## config.mk

```make
export PLATFORM = sky130hd
export DESIGN_NAME = mem_bus_arbiter
export DESIGN_NICKNAME = d
export VERILOG_FILES = /design/src/rtl/mem_bus_arbiter_pkg.sv /design/src/rtl/mem_bus_arbiter_pick.sv /design/src/rtl/mem_bus_arbiter.sv
export SDC_FILE = /design/constraint.sdc
export NUM_CORES = 1
export LEC_CHECK = 0
export BUFFER_PORTS_ARGS = -buffer_cell sky130_fd_sc_hd__buf_2
export CORE_MARGIN = 4
export CORE_UTILIZATION = 42
export CTS_CLUSTER_DIAMETER = 100
export DETAILED_ROUTE_END_ITERATION = 10
export GPL_TIMING_DRIVEN = 0
export PLACE_DENSITY = 0.92
export SLEW_MARGIN = 10
export SYNTH_ARGS = -nofsm -noshare
export SYNTH_HDL_FRONTEND = slang
export SYNTH_SLANG_ARGS = --single-unit
```

## constraint.sdc

```tcl
create_clock -name clk -period 1.8 [get_ports clk]
set_input_delay 0.36 -clock clk [delete_from_list [all_inputs] [get_ports clk]]
set_output_delay 0.36 -clock clk [all_outputs]
set_load 0.01 [all_outputs]
```

## src/rtl/mem_bus_arbiter_pkg.sv

```systemverilog
// Shared types for the IF/LS memory bus arbiter.
// Owner and state encodings are used by the top and the winner picker.
package MemArbPkg;

    localparam int ADDR_W_DEF       = 32;
    localparam int DATA_W_DEF       = 32;
    localparam int STARVE_LIMIT_DEF = 4;

    typedef enum logic [1:0] {
        IDLE,
        REQ,
        RESP
    } arb_state_e;

    typedef enum logic [1:0] {
        OWN_NONE,
        OWN_IF,
        OWN_LS
    } arb_owner_e;

endpackage

```

## src/rtl/mem_bus_arbiter_pick.sv

```systemverilog
// Combinational winner select for the memory bus arbiter.
// LS wins by default; a raised starve flag hands the slot to a waiting IF.
module mem_arb_pick
    import MemArbPkg::*;
(
    input  logic       if_req_i,
    input  logic       ls_req_i,
    input  logic       starve_i,
    output arb_owner_e owner_o
);

    always_comb begin
        owner_o = OWN_NONE;
        if (if_req_i && starve_i) begin
            owner_o = OWN_IF;
        end else if (ls_req_i) begin
            owner_o = OWN_LS;
        end else if (if_req_i) begin
            owner_o = OWN_IF;
        end
    end

endmodule

```

## src/rtl/mem_bus_arbiter.sv

```systemverilog
// Shares one memory port between instruction fetch and load/store, one transaction in flight.
// Define ARB_STARVE_GUARD_EN to force an IF grant after STARVE_LIMIT back-to-back LS grants.
module mem_bus_arbiter
    import MemArbPkg::*;
#(
    parameter int ADDR_W       = ADDR_W_DEF,
    parameter int DATA_W       = DATA_W_DEF,
    parameter int STARVE_LIMIT = STARVE_LIMIT_DEF
) (
    input  logic                clk,
    input  logic                rst_n,
    input  logic                if_req,
    input  logic [ADDR_W-1:0]   if_addr,
    output logic                if_gnt,
    output logic                if_rvalid,
    output logic [DATA_W-1:0]   if_rdata,
    input  logic                ls_req,
    input  logic                ls_we,
    input  logic [ADDR_W-1:0]   ls_addr,
    input  logic [DATA_W-1:0]   ls_wdata,
    input  logic [DATA_W/8-1:0] ls_strb,
    output logic                ls_gnt,
    output logic                ls_rvalid,
    output logic [DATA_W-1:0]   ls_rdata,
    output logic                mem_req,
    output logic                mem_we,
    output logic [ADDR_W-1:0]   mem_addr,
    output logic [DATA_W-1:0]   mem_wdata,
    output logic [DATA_W/8-1:0] mem_strb,
    input  logic                mem_gnt,
    input  logic                mem_rvalid,
    input  logic [DATA_W-1:0]   mem_rdata
);

    localparam int STRB_W = DATA_W / 8;

    arb_state_e          state_q, state_d;
    arb_owner_e          owner_q, owner_d;
    logic                we_q, we_d;
    logic [ADDR_W-1:0]   addr_q, addr_d;
    logic [DATA_W-1:0]   wdata_q, wdata_d;
    logic [STRB_W-1:0]   strb_q, strb_d;

    arb_owner_e          win;
    logic                starve;
    logic                idle;

    assign idle = (state_q == IDLE);

    mem_arb_pick u_pick (
        .if_req_i (if_req),
        .ls_req_i (ls_req),
        .starve_i (starve),
        .owner_o  (win)
    );

`ifdef ARB_STARVE_GUARD_EN
    localparam int CNT_W = $clog2(STARVE_LIMIT + 1);

    logic [CNT_W-1:0] starve_q, starve_d;

    assign starve = if_req && (starve_q == CNT_W'(STARVE_LIMIT));

    // Counts LS grants that left a requesting IF waiting.
    always_comb begin
        starve_d = starve_q;
        if (idle && win == OWN_IF) begin
            starve_d = '0;
        end else if (idle && win == OWN_LS) begin
            starve_d = if_req ? starve_q + 1'b1 : '0;
        end
    end

    always_ff @(posedge clk or negedge rst_n) begin
        if (!rst_n) begin
            starve_q <= '0;
        end else begin
            starve_q <= starve_d;
        end
    end
`else
    logic unused_limit;

    assign unused_limit = ^STARVE_LIMIT;
    assign starve       = 1'b0;
`endif

    always_comb begin
        state_d   = state_q;
        owner_d   = owner_q;
        we_d      = we_q;
        addr_d    = addr_q;
        wdata_d   = wdata_q;
        strb_d    = strb_q;
        if_gnt    = 1'b0;
        if_rvalid = 1'b0;
        if_rdata  = '0;
        ls_gnt    = 1'b0;
        ls_rvalid = 1'b0;
        ls_rdata  = '0;
        mem_req   = 1'b0;
        mem_we    = 1'b0;
        mem_addr  = '0;
        mem_wdata = '0;
        mem_strb  = '0;
        unique case (state_q)
            IDLE: begin
                if (win == OWN_LS) begin
                    ls_gnt  = 1'b1;
                    owner_d = OWN_LS;
                    we_d    = ls_we;
                    addr_d  = ls_addr;
                    wdata_d = ls_we ? ls_wdata : '0;
                    strb_d  = ls_we ? ls_strb : '0;
                    state_d = REQ;
                end else if (win == OWN_IF) begin
                    if_gnt  = 1'b1;
                    owner_d = OWN_IF;
                    we_d    = 1'b0;
                    addr_d  = if_addr;
                    wdata_d = '0;
                    strb_d  = '0;
                    state_d = REQ;
                end
            end
            REQ: begin
                mem_req   = 1'b1;
                mem_we    = we_q;
                mem_addr  = addr_q;
                mem_wdata = wdata_q;
                mem_strb  = strb_q;
                if (mem_gnt) begin
                    state_d = RESP;
                end
            end
            RESP: begin
                // Response is forwarded in the same cycle it arrives.
                if (mem_rvalid) begin
                    state_d = IDLE;
                    owner_d = OWN_NONE;
                    if (owner_q == OWN_IF) begin
                        if_rvalid = 1'b1;
                        if_rdata  = mem_rdata;
                    end else if (owner_q == OWN_LS) begin
                        ls_rvalid = 1'b1;
                        ls_rdata  = we_q ? '0 : mem_rdata;
                    end
                end
            end
            default: begin
                state_d = IDLE;
                owner_d = OWN_NONE;
            end
        endcase
    end

    always_ff @(posedge clk or negedge rst_n) begin
        if (!rst_n) begin
            state_q <= IDLE;
            owner_q <= OWN_NONE;
            we_q    <= 1'b0;
            addr_q  <= '0;
            wdata_q <= '0;
            strb_q  <= '0;
        end else begin
            state_q <= state_d;
            owner_q <= owner_d;
            we_q    <= we_d;
            addr_q  <= addr_d;
            wdata_q <= wdata_d;
            strb_q  <= strb_d;
        end
    end

endmodule
```

# Word-level counts from Yosys, hierarchy flattened
# Index checks and enable logic that the tools add are counted.
[totals] reg_bits=73 inputBits=139 word_cells=65
[op_classes] n_eq_ne=9 muxes=44 bitwise_logic=1 n_reduce_logical=5
[op_table] operator="32-bit two-way mux" n=15
[op_table] operator="1-bit two-way mux" n=17
[op_table] operator="4-bit two-way mux" n=4
[op_table] operator="2-bit two-way mux" n=6
[op_table] operator="2-bit one-hot mux with 3 select lines" n=2
[op_table] operator="2-bit by 1-bit equality test with 1-bit output (second input constant)" n=3
[op_table] operator="2-bit equality test (second input constant)" n=3
[op_table] operator="3-bit AND reduction" n=2
[op_table] operator="2-bit inequality test (second input constant)" n=2
[op_table] operator="3-bit by 1-bit inequality test with 1-bit output (second input constant)" n=1
[op_table] operator="2-bit zero test" n=1
[op_table] operator="2-bit AND reduction" n=1
[op_table] operator="2-bit nonzero test" n=1
[op_table] operator="1-bit NOT" n=1

# Longest topological paths before layout
[depth] word_depth=6 depth_mapped=6 ltp_nobuf=3

# By module
# From an unflattened synthesis, not the netlist that was laid out.
[hier_totals] cells_unflattened=416 area_unflattened_um2=4383.0
[modules_own_cells] module="mem_bus_arbiter" n_inst=1 cells_each=413 area_each_um2=4364.2
[modules_own_cells] module="mem_arb_pick" n_inst=1 cells_each=3 area_each_um2=18.8

# Worst setup path before layout
# No wires, ideal clock.
[synth_path] path_kind="flip-flop to output port" startpoint="register state_q[0]" endpoint="output ls_rdata[21]" arrival_ns=1.277 slack_ns=0.163 path_stages_with_launch=4 path_buffers=0 cell_sequence="dfrtp_1 -> nand3b_4 -> or3_4 -> nor3b_1"
[synth_via] elab_chain_cells=2
[synth_lines] item="from (decl)" line_no="mem_bus_arbiter.sv:37" rtl="arb_state_e state_q, state_d;"
[synth_lines] item="from (signal assigned)" line_no="mem_bus_arbiter.sv:166" rtl="state_q <= state_d;"
[synth_lines] item="2-bit equality test" line_no="mem_bus_arbiter.sv:106" rtl="unique case (state_q)"
[synth_lines] item="32-bit two-way mux" line_no="mem_bus_arbiter.sv:106"
[synth_lines] item="to (decl)" line_no="mem_bus_arbiter.sv:24" rtl="output logic [DATA_W-1:0] ls_rdata,"
# Every way passes these cells.

# Worst setup path after layout
[layout_path] startpoint="register state_q[0]" endpoint="output ls_rdata[10]"
# The elaborated chain is that of the path after synthesis.

==> results.md <==
* TritonCTS clock tree: built
* CP arrival at ~1.8 ns
* Clock sinks at 73
* H-tree depth at 3
* Wire per inst at 20.4 um
* Synth top area cells: dfrtp_1 (44%), and2_1 (20%), mux2_2 (16%)
* Clock-pin slew on the worst setup and hold paths at ~0.080 ns
* Chip height at 107 um
* CP Cell Sequence: nand3b_4 -> nor4_4 -> buf_4 -> buf_6 -> and2_1 -> buf_2
* Vias in the first global route at between 4000 and 5000
* Outcome: finished with violations
* Skew final at between 0.009 and 0.01 ns
* Synth Area per Inst at between 10 and 15 sq um
* RSZ-0062 raised after global routing: yes
* DRT Pass-1 Iters at 4
* Final nets at around 810
* Die Wd at about 110 um
* Syn Nets at ~500
* Failing checks: setup timing
* Clk_lat worst skew at approximately 0.34 ns
* Hold depth at 2
* Full die area at roughly 11000 sq um
* Final period util at 1.18
* First-pass GRT wire length at 21.9 mm
* Dpl ws at 0.00953 ns
* Initial antenna violation count at 3
* P&R area growth vs syn at 65.3%
* MaxCap Viol Count at 0
* Crit-path max FO at 5
* Final Wtd Congestion at 0.845
* Clock buffer count from CTS at 9
* Max-slew headroom at 0.711
* Reg2Reg Depth at 8
* Post-Layout Inst Area at 6790 sq um
* Yosys cell types at 27
* Grt ovf at 0
* Syn. warnings at 0
* Static leakage at about 3.6 nW
* Critical Path End Type: primary output
* Fin crit period at roughly 2.1 ns
* Slew Limit Fails at 0
* Final Hold Fails at 0
* Post-DP HPWL at 10.7 mm
* Slowest-stage cell, CP: dfrtp_2
* VDD IR max at 0.755 mV
* Non-filler instance count after layout at between 800 and 900
* Placed insts at 765
* Drt total wl at between 15 and 20 mm
* FF+latch count, synth at 73
* Yosys top cell area share at 0.445
* FP Rows at 35
* Final setup violation count at approximately 140
* Startpoint types: register
* Worst Slack Setup Final at -0.325 ns
* Post-synthesis cell area at roughly 4100 sq um
* Post-placement cell area at approximately 5700 sq um
* Largest net degree at the start of global routing at 49
* Max clock buf depth at 2
* 1st-iter DRT viols at ~150
* IO Pins at between 200 and 300
* Max Freq at 471 MHz
* Layout cells sized above 1 at 0.696
* Hold WC Path Type: input pin to register
* # fillers at slightly below 700
* Worst slew pin tran at roughly 0.43 ns
* CTS Root Cell: clkbuf_8
* Critical path required time at about 1.4 ns
* Overall Global Routing Usage at 0.243
* Core Area at approximately 9400 sq um
* Via/cell ratio at roughly 5
* Power per Cell Area at 1270 nW/um^2
* CP Class: register to primary output
* Hold slack at between 0.2 and 0.25 ns
* Post-synth top area cell: dfrtp_1
* Setup TNS at -26.97 ns
* DRC at 0
* Starting Density at 0.438
* Synth Instances at 360
* Critical Path Max Stage Delay at between 0.4 and 0.5 ns
* Post-route antenna net violation count at 0
* Post-synthesis sequential area ratio at 0.445
* Via count at a little over 4000
* Port Buf Inserts at about 280
[critical path: cells and delay by family, from the launching register on]
kind	cells	cell delay (ns)
simple gates	3	0.56
buf+inv	3	0.45
flops	1	0.42
[cells by family (layout without fill, tap and decap cells)]
kind of cell / after synthesis / after routing / synth area share
AOI/OAI and AO/OA: 44 / 44 / 0.0941
buffers and inverters: 34 / 349 / 0.0561
DFF: 73 / 73 / 0.445
muxes: 64 / 64 / 0.176
other: 0 / 4 / 0
and+or+nand+nor: 145 / 145 / 0.229
[worst paths after layout]
check	start	to	slack [ns]
worst max-delay path	state_q[0]	ls_rdata[10]	-0.32
worst min-delay path	ls_wdata[19]	wdata_q[19]	0.24
worst max register to register	state_q[1]	wdata_q[1]	0.02
worst min register to register	addr_q[0]	addr_q[0]	0.49
max in group asynchronous	rst_n	we_q	0.76
min in group asynchronous	rst_n	addr_q[12]	0.47
[layout by cell type (no fill, tap or decap), types with 2 or more instances in the layout]
cell and instances:
buf_2 219, buf_6 82, and2_1 76, dfrtp_1 70
mux2_2 59, and2_4 55, a22o_1 36, clkbuf_8 14
buf_4 14, mux2_1 5, diode_2 4, buf_8 4
inv_1 3, nor3b_2 3, clkbuf_1 3, dfrtp_2 3
a211oi_1 2, a311o_1 2, nand2_1 2, bufinv_16 2
clkinv_4 2
[cell type report]
| cell class | count | area [sq um] | area share |
|---|---|---|---|
| antenna | 4 | 10.0 | 0.00147 |
| buffer | 30 | 318 | 0.0468 |
| clock buffer | 10 | 128 | 0.0188 |
| clock inverter | 6 | 91.3 | 0.0135 |
| inverter | 4 | 15.0 | 0.00221 |
| multi-input combinational | 253 | 2230 | 0.329 |
| sequential | 73 | 1830 | 0.270 |
| tap | 129 | 161 | 0.0238 |
| timing repair buffer | 299 | 2000 | 0.295 |
[where the power goes]
group / switching (mW) / total (mW) / internal (mW)
registers: 0.424 / 2.84 / 2.42
logic: 2.06 / 4.33 / 2.27
clock network: 0.635 / 1.42 / 0.789
total: 3.12 / 8.59 / 5.48
[per-stage QoR]
stage | utilization | power [mW]
2_1_floorplan | - | 5.08
3_3_place_gp | 0.602 | 6.30
3_5_place_dp | 0.605 | 6.51
4_1_cts | 0.678 | 8.42
5_1_grt | 0.724 | 9.13
6_report | 0.724 | 8.59
[cell usage after synthesis, drive strengths merged]
| cell type | count |
|---|---|
| nor2 | 1 |
| nor2b | 2 |
| and3 | 1 |
| a22o | 36 |
| clkbuf | 11 |
| nor4b | 1 |
| a311o | 2 |
| buf | 19 |
| nor4 | 1 |
| nand2 | 2 |
| nor3b | 3 |
| nor3 | 1 |
| o31ai | 1 |
| and2 | 131 |
| nand3b | 1 |
| or3 | 1 |
| a211oi | 2 |
| inv | 4 |
| a21o | 1 |
| o21ai | 2 |
| mux2 | 64 |
| dfrtp | 73 |
[repair_timing]
item,in CTS,in global routing
gates cloned,5,2
buffers inserted,12,4
hold endpoints to repair,25,0
resized for setup,76,102
hold buffers,1,0
pin swaps,25,32
endpoints found under the setup margin,137,138
[layer usage]
layer | global-route usage | up-vias | routed length [um]
met5 | 0 | - | 0
met4 | 0.0932 | 0 | 678
met3 | 0.0626 | 50 | 1230
met2 | 0.460 | 245 | 8820
met1 | 0.256 | 2008 | 5750
li1 | - | 1854 | -
[sequential cells by signal (all words and copies together), names as in the netlist]
| signal | flops |
|---|---|
| we_q | 1 |
| wdata_q | 32 |
| owner_q | 2 |
| state_q | 2 |
| strb_q | 4 |
| addr_q | 32 |
No activity file was read; power rests on OpenSTA's default activity.
